==> src/rtl/imem_loader_pkg.sv <==
// Shared constants and state encoding for the instruction-memory program loader.
package imem_loader_pkg;

   localparam logic [31:0] NOP_INSTR = 32'h0000_0013;  // addi x0,x0,0
   localparam int unsigned HDR_BYTES = 2;

   typedef enum logic [2:0] {
      HDR_LO,
      HDR_HI,
      DATA,
      RUN,
      ERROR
   } load_state_t;

endpackage

==> src/rtl/imem_array.sv <==
// Word-addressed instruction RAM: synchronous write, asynchronous read, no reset.
module imem_array #(
   parameter int DEPTH = 64,
   parameter int AW    = $clog2(DEPTH)
) (
   input  logic          clk,
   input  logic          we,
   input  logic [AW-1:0] waddr,
   input  logic [31:0]   wdata,
   input  logic [AW-1:0] raddr,
   output logic [31:0]   rdata
);

   logic [31:0] mem [DEPTH];

   always_ff @(posedge clk) begin
      if (we) mem[waddr] <= wdata;
   end

   assign rdata = mem[raddr];

endmodule

==> src/rtl/imem_loader.sv <==
// Byte-stream program loader in front of the instruction RAM; holds the CPU in
// reset until the program is in, then serves instructions combinationally from PC.
module imem_loader
   import imem_loader_pkg::*;
#(
   parameter int DEPTH = 64,
   parameter int AW    = $clog2(DEPTH)
) (
   input  logic          clk,
   input  logic          reset,
   input  logic [7:0]    rx_data,
   input  logic          rx_valid,
   output logic          rx_ready,
   input  logic [31:0]   PC,
   output logic [31:0]   Instr,
   output logic          cpu_reset,
   output logic          load_done,
   output logic          load_err,
   output logic [AW:0]   words_loaded
);

   load_state_t   state;
   logic [15:0]   cnt;
   logic [AW:0]   widx;
   logic [1:0]    bsel;
   logic [23:0]   wbuf;

   logic          xfer;
   logic [15:0]   hdr_cnt;
   logic          last_word;
   logic          we;
   logic [31:0]   wdata;
   logic [AW-1:0] ridx;
   logic [31:0]   rdata;
   logic          in_range;
   logic          unused_pc;

   assign rx_ready  = (state == HDR_LO) || (state == HDR_HI) || (state == DATA);
   assign xfer      = rx_valid && rx_ready;
   assign hdr_cnt   = {rx_data, cnt[7:0]};
   assign last_word = (17'(widx) + 17'd1) == {1'b0, cnt};
   assign we        = xfer && (state == DATA) && (bsel == 2'd3);
   assign wdata     = {rx_data, wbuf};

   always_ff @(posedge clk or posedge reset) begin
      if (reset) begin
         state     <= HDR_LO;
         cnt       <= '0;
         widx      <= '0;
         bsel      <= '0;
         wbuf      <= '0;
         cpu_reset <= 1'b1;
         load_done <= 1'b0;
         load_err  <= 1'b0;
      end else if (xfer) begin
         case (state)
            HDR_LO: begin
               cnt[7:0] <= rx_data;
               state    <= HDR_HI;
            end
            HDR_HI: begin
               cnt[15:8] <= rx_data;
               if (hdr_cnt == 16'd0) begin
                  state     <= RUN;
                  cpu_reset <= 1'b0;
                  load_done <= 1'b1;
               end else if (17'(hdr_cnt) > 17'(DEPTH)) begin
                  state    <= ERROR;
                  load_err <= 1'b1;
               end else begin
                  state <= DATA;
               end
            end
            DATA: begin
               bsel <= bsel + 2'd1;
               if (bsel != 2'd3) begin
                  wbuf[{bsel, 3'b000} +: 8] <= rx_data;
               end else begin
                  widx <= widx + 1'b1;
                  if (last_word) begin
                     state     <= RUN;
                     cpu_reset <= 1'b0;
                     load_done <= 1'b1;
                  end
               end
            end
            default: ;
         endcase
      end
   end

   imem_array #(.DEPTH(DEPTH), .AW(AW)) u_array (
      .clk   (clk),
      .we    (we),
      .waddr (widx[AW-1:0]),
      .wdata (wdata),
      .raddr (ridx),
      .rdata (rdata)
   );

   // Stale RAM contents from an earlier load are hidden by the index < cnt check.
   assign ridx      = PC[AW+1:2];
   assign in_range  = (PC[31:AW+2] == '0) && (17'(ridx) < {1'b0, cnt});
   assign Instr     = ((state == RUN) && in_range) ? rdata : NOP_INSTR;
   assign unused_pc = &{1'b0, PC[1:0]};

   assign words_loaded = widx;

endmodule

==> config.mk <==
export PLATFORM = sky130hd
export DESIGN_NAME = imem_loader
export DESIGN_NICKNAME = d
export VERILOG_FILES = /design/src/rtl/imem_loader_pkg.sv /design/src/rtl/imem_array.sv /design/src/rtl/imem_loader.sv
export SDC_FILE = /design/constraint.sdc
export NUM_CORES = 2
export LEC_CHECK = 0
export CORE_MARGIN = 2
export CORE_UTILIZATION = 40
export CTS_CLUSTER_SIZE = 30
export DETAILED_ROUTE_END_ITERATION = 8
export HOLD_SLACK_MARGIN = 0.02
export PLACE_DENSITY_LB_ADDON = 0.2
export SYNTH_ARGS = -nofsm -noshare
export SYNTH_HDL_FRONTEND = slang
export SYNTH_HIERARCHICAL = 1
export SYNTH_SLANG_ARGS = --single-unit
export TNS_END_PERCENT = 5
==> constraint.sdc <==
create_clock -name clk -period 5.6 [get_ports clk]
set_input_delay 1.12 -clock clk [delete_from_list [all_inputs] [get_ports clk]]
set_output_delay 1.12 -clock clk [all_outputs]
set_load 0.05 [all_outputs]
==> run summary <==
- completed — run status
- 4.18 ns — signal arrival time at the worst endpoint
- 9 — Worst Reg2Reg Path Length in Cells
- 31 — maximum fanout along the worst path
- 83 — count of input and output buffers
- load_done — hold_sp
- 2048 — count of flip-flops with a built-in enable after synthesis
- 206000 µm² — die area
- 4 — H-tree depth
- done — TritonCTS clock tree
- 0 ns — total negative setup slack
- 16.1% — Area growth syn-to-layout
- 0 — CTS-repair resized insts
- input port — launching element type of the critical path
- edfxtp_1 — primary flip-flop cell chosen by synthesis mapping
- 5.68 — via density per instance
- 0.777 — share of synthesized area occupied by flip-flops and latches
- 0.765 — RD Place Congestion
- 345 nW/µm² — pwr/cell area
- 30.7 nW — leakage power total
- 289 µV — Max IR drop VDD
- 0.531 — share of total power in sequential cells
- u_array/mem[50][11] — endpoint of the worst register-to-register path
- 6 — count of yosys warnings during synthesis
- 0.041 — logic gate share of total power
- 0 — remaining routing DRC violations
- 4040 — number of nets in the layout
- 1.36 ns — transition time of the tightest slew-check pin
- 0.760 — share of the synthesized area in the top cell type
- 0.0262 — Async SR Flop Fraction
- 0 — number of nets still failing antenna checks after routing
- 215 — Inserted Clock Buffers
- 30.5 µm — final routed wire length divided by cell count
- 454 µm — horizontal die dimension
- 63 — Netlist cell types
- 17600 µm² — multi-input logic area
- output pin — category of the worst setup path capture point
- 3699 — syn_nets
- 1.92 ns — flop-to-flop setup slack
- 6.82 mW — power dissipated by switching net loads
- 1 — count of cells along the worst hold path
- 0.429 — clock share of power
- 3645 — cell count after synthesis
- 0.0278 ns — clock skew
- 5.30 ns — final critical delay including setup and external delays
- clkbuf_16 — root buf cell
- 0.299 — share of cells above drive strength 1
- 189 MHz — maximum clock frequency
- input port to output pin — CP Class
- 298000 µm — wire length of the first global-routing pass
- 0.401 — starting density of the core
- 2103 — Yosys reg bits
- 165 — number of placement rows
- 0.204 — overall global routing resource usage
- 86 — IO Count
- 81000 µm² — netlist area before placement
- 0 — overflow left after global routing
- 0.84 ns — Clock Latency Late Sink
- 3858 — number of design-rule violations left by the first detailed-router iteration
- 25.6 mW — internal power component
- 2103 — number of sinks on the clock net
- 22.2 µm² — per-instance average area after synthesis
- 0 — number of setup buffers added after CTS
- 0.463 ns — final-layout worst hold slack
- load_done — hold path endpoint
- 0 — final count of pins violating max slew
- 40003 — via count of the first global-routing pass
- 454 µm — overall die height
- 0.06 ns — Worst-path clk slew
- state[2] — Critical R2R Launch
- 9 — number of antenna violations at the first check in global routing
- 0 — number of buffers added to fix hold violations after cts
- 0.946 — period utilization
- 38861 — total number of vias
- 62900 µm² — combined flip-flop and latch cell area
- flip-flop to flip-flop — type of the most critical hold path
- edfxtp_1 — Yosys top cell by area
- 119000 µm — HPWL Detailed
- 4.48 ns — required time at the worst-slack endpoint
- 202000 µm² — Std-Cell Core Area
- 5 — number of detailed-routing iterations run before antenna repair
- 0.210 — Switching Fraction
- 209000 µm — Routed WL
- 3 — Max Root-Sink Buffers
- no — RSZ-0062 raised after global routing
- 71 — pin count of the biggest net entering global routing
- 0 — number of endpoints with negative hold slack in the final report
- 0 — max-cap check violation count
- 0.0954 — relative max-transition margin
- edfxtp_1, mux4_2, dfrtp_1 — dominant cells by area after synthesis
- 16626 — Layout fillers
- 0 — final setup violation count
==> through the flow <==
stage	setup WS, ns	total power, mW	util	instance area (µm²)	instances
after global routing	0.205	33.4	0.466	94000	6842
after global placement	0.256	18.9	0.432	87200	6441
after CTS	0.221	32.7	0.466	94000	6841
after detailed placement	0.228	18.9	0.432	87200	6441
after floorplan	0.936	18.3	-	81000	3645
final	0.300	32.4	0.466	94000	6845
==> registers in the layout (all words and copies together), names as in the netlist <==
register / cells
u_array/mem: 2048
load_done: 1
bsel: 2
wbuf: 24
cnt: 16
state: 3
cpu_reset: 1
words_loaded: 7
load_err: 1
==> worst max-delay path by stage <==
stage / from / to / slack [ns] / depth (start not counted)
6_report: PC[2] / Instr[23] / 0.30 / 10
4_1_cts: PC[2] / Instr[23] / 0.22 / 10
5_1_grt: PC[2] / Instr[23] / 0.20 / 10
2_1_floorplan: PC[3] / Instr[0] / 0.94 / 9
3_3_place_gp: PC[2] / Instr[23] / 0.26 / 10
3_5_place_dp: PC[2] / Instr[23] / 0.23 / 10
==> per-layer routing <==
layer / global-route usage / routed length [µm] / up-vias
li1: - / - / 16116
met1: 0.284 / 88800 / 21343
met2: 0.337 / 104000 / 1130
met3: 0.0292 / 11000 / 272
met4: 0.0564 / 5150 / 0
met5: 0 / 0 / -
==> critical path, cell delays in order <==
cell	delay [ns]
buf_8	0.32
buf_12	0.32
mux4_2	0.56
mux4_2	0.53
o22ai_1	0.45
nor2_1	0.25
buf_4	0.19
nand2_1	0.05
a21oi_1	0.08
buf_12	0.26
==> cells in the mapped netlist (4+ instances only) <==
library cell / instances
a311oi_1: 8
dfrtp_1: 54
o22ai_1: 84
nor3b_1: 4
inv_1: 11
xnor2_1: 9
a41o_1: 5
nor3_1: 15
xor2_1: 4
or3_1: 6
buf_4: 28
o32ai_1: 4
buf_2: 60
o221ai_1: 27
buf_6: 5
a22oi_1: 12
clkbuf_1: 82
mux2_2: 13
nand2b_1: 11
nand2_1: 120
nand3b_1: 5
edfxtp_1: 2048
buf_1: 21
nor2_1: 142
nand3_1: 10
nor4_1: 11
mux2i_1: 93
o21ai_0: 33
and3_1: 4
ha_1: 11
nand4_1: 4
nor2b_1: 18
a21oi_1: 98
mux4_2: 544
==> cells by family after synthesis <==
| family | after synthesis | synth area share |
|---|---|---|
| mux | 650 | 0.165 |
| fa+ha+maj | 11 | 0.00170 |
| buf+inv | 208 | 0.0123 |
| simple gates | 374 | 0.0211 |
| xor+xnor | 13 | 0.00141 |
| flops | 2103 | 0.777 |
| compound gates | 286 | 0.0222 |
==> power by group through the flow <==
stage          Clock, mW  Sequential [mW]  Combinational (mW)
3_3_place_gp           0             17.5                1.31
5_1_grt             14.8             17.2                1.40
2_1_floorplan          0             17.5               0.774
6_report            13.9             17.2                1.31
4_1_cts             14.2             17.2                1.33
3_5_place_dp           0             17.5                1.32
==> cells in the final DEF, fill, tap and decap left out, drive strengths merged, types with 12 or more instances in the layout <==
master         Yosys  layout
mux4             544     544
mux2              13      13
nor2b             18      18
edfxtp          2048    2048
a22oi             12      12
o221ai            27      27
o22ai             84      84
nand2            120     120
dfrtp             54      54
clkdlybuf4s50      0      38
nor2             143     143
mux2i             93      93
inv               11      17
o21ai             36      36
a21oi             99      99
bufinv             0      18
clkinv             0      99
buf              114     283
nor3              16      16
clkbuf            83     266
==> layout make-up <==
type                       instances  area share
antenna                            4    0.000106
clock buffer                     266      0.0599
clock inverter                   134      0.0123
inverter                          11    0.000439
multi-input combinational       1334       0.187
sequential                      2103       0.669
tap                             2672      0.0356
timing repair buffer             321      0.0356
Power figures use the tool's default switching activity.
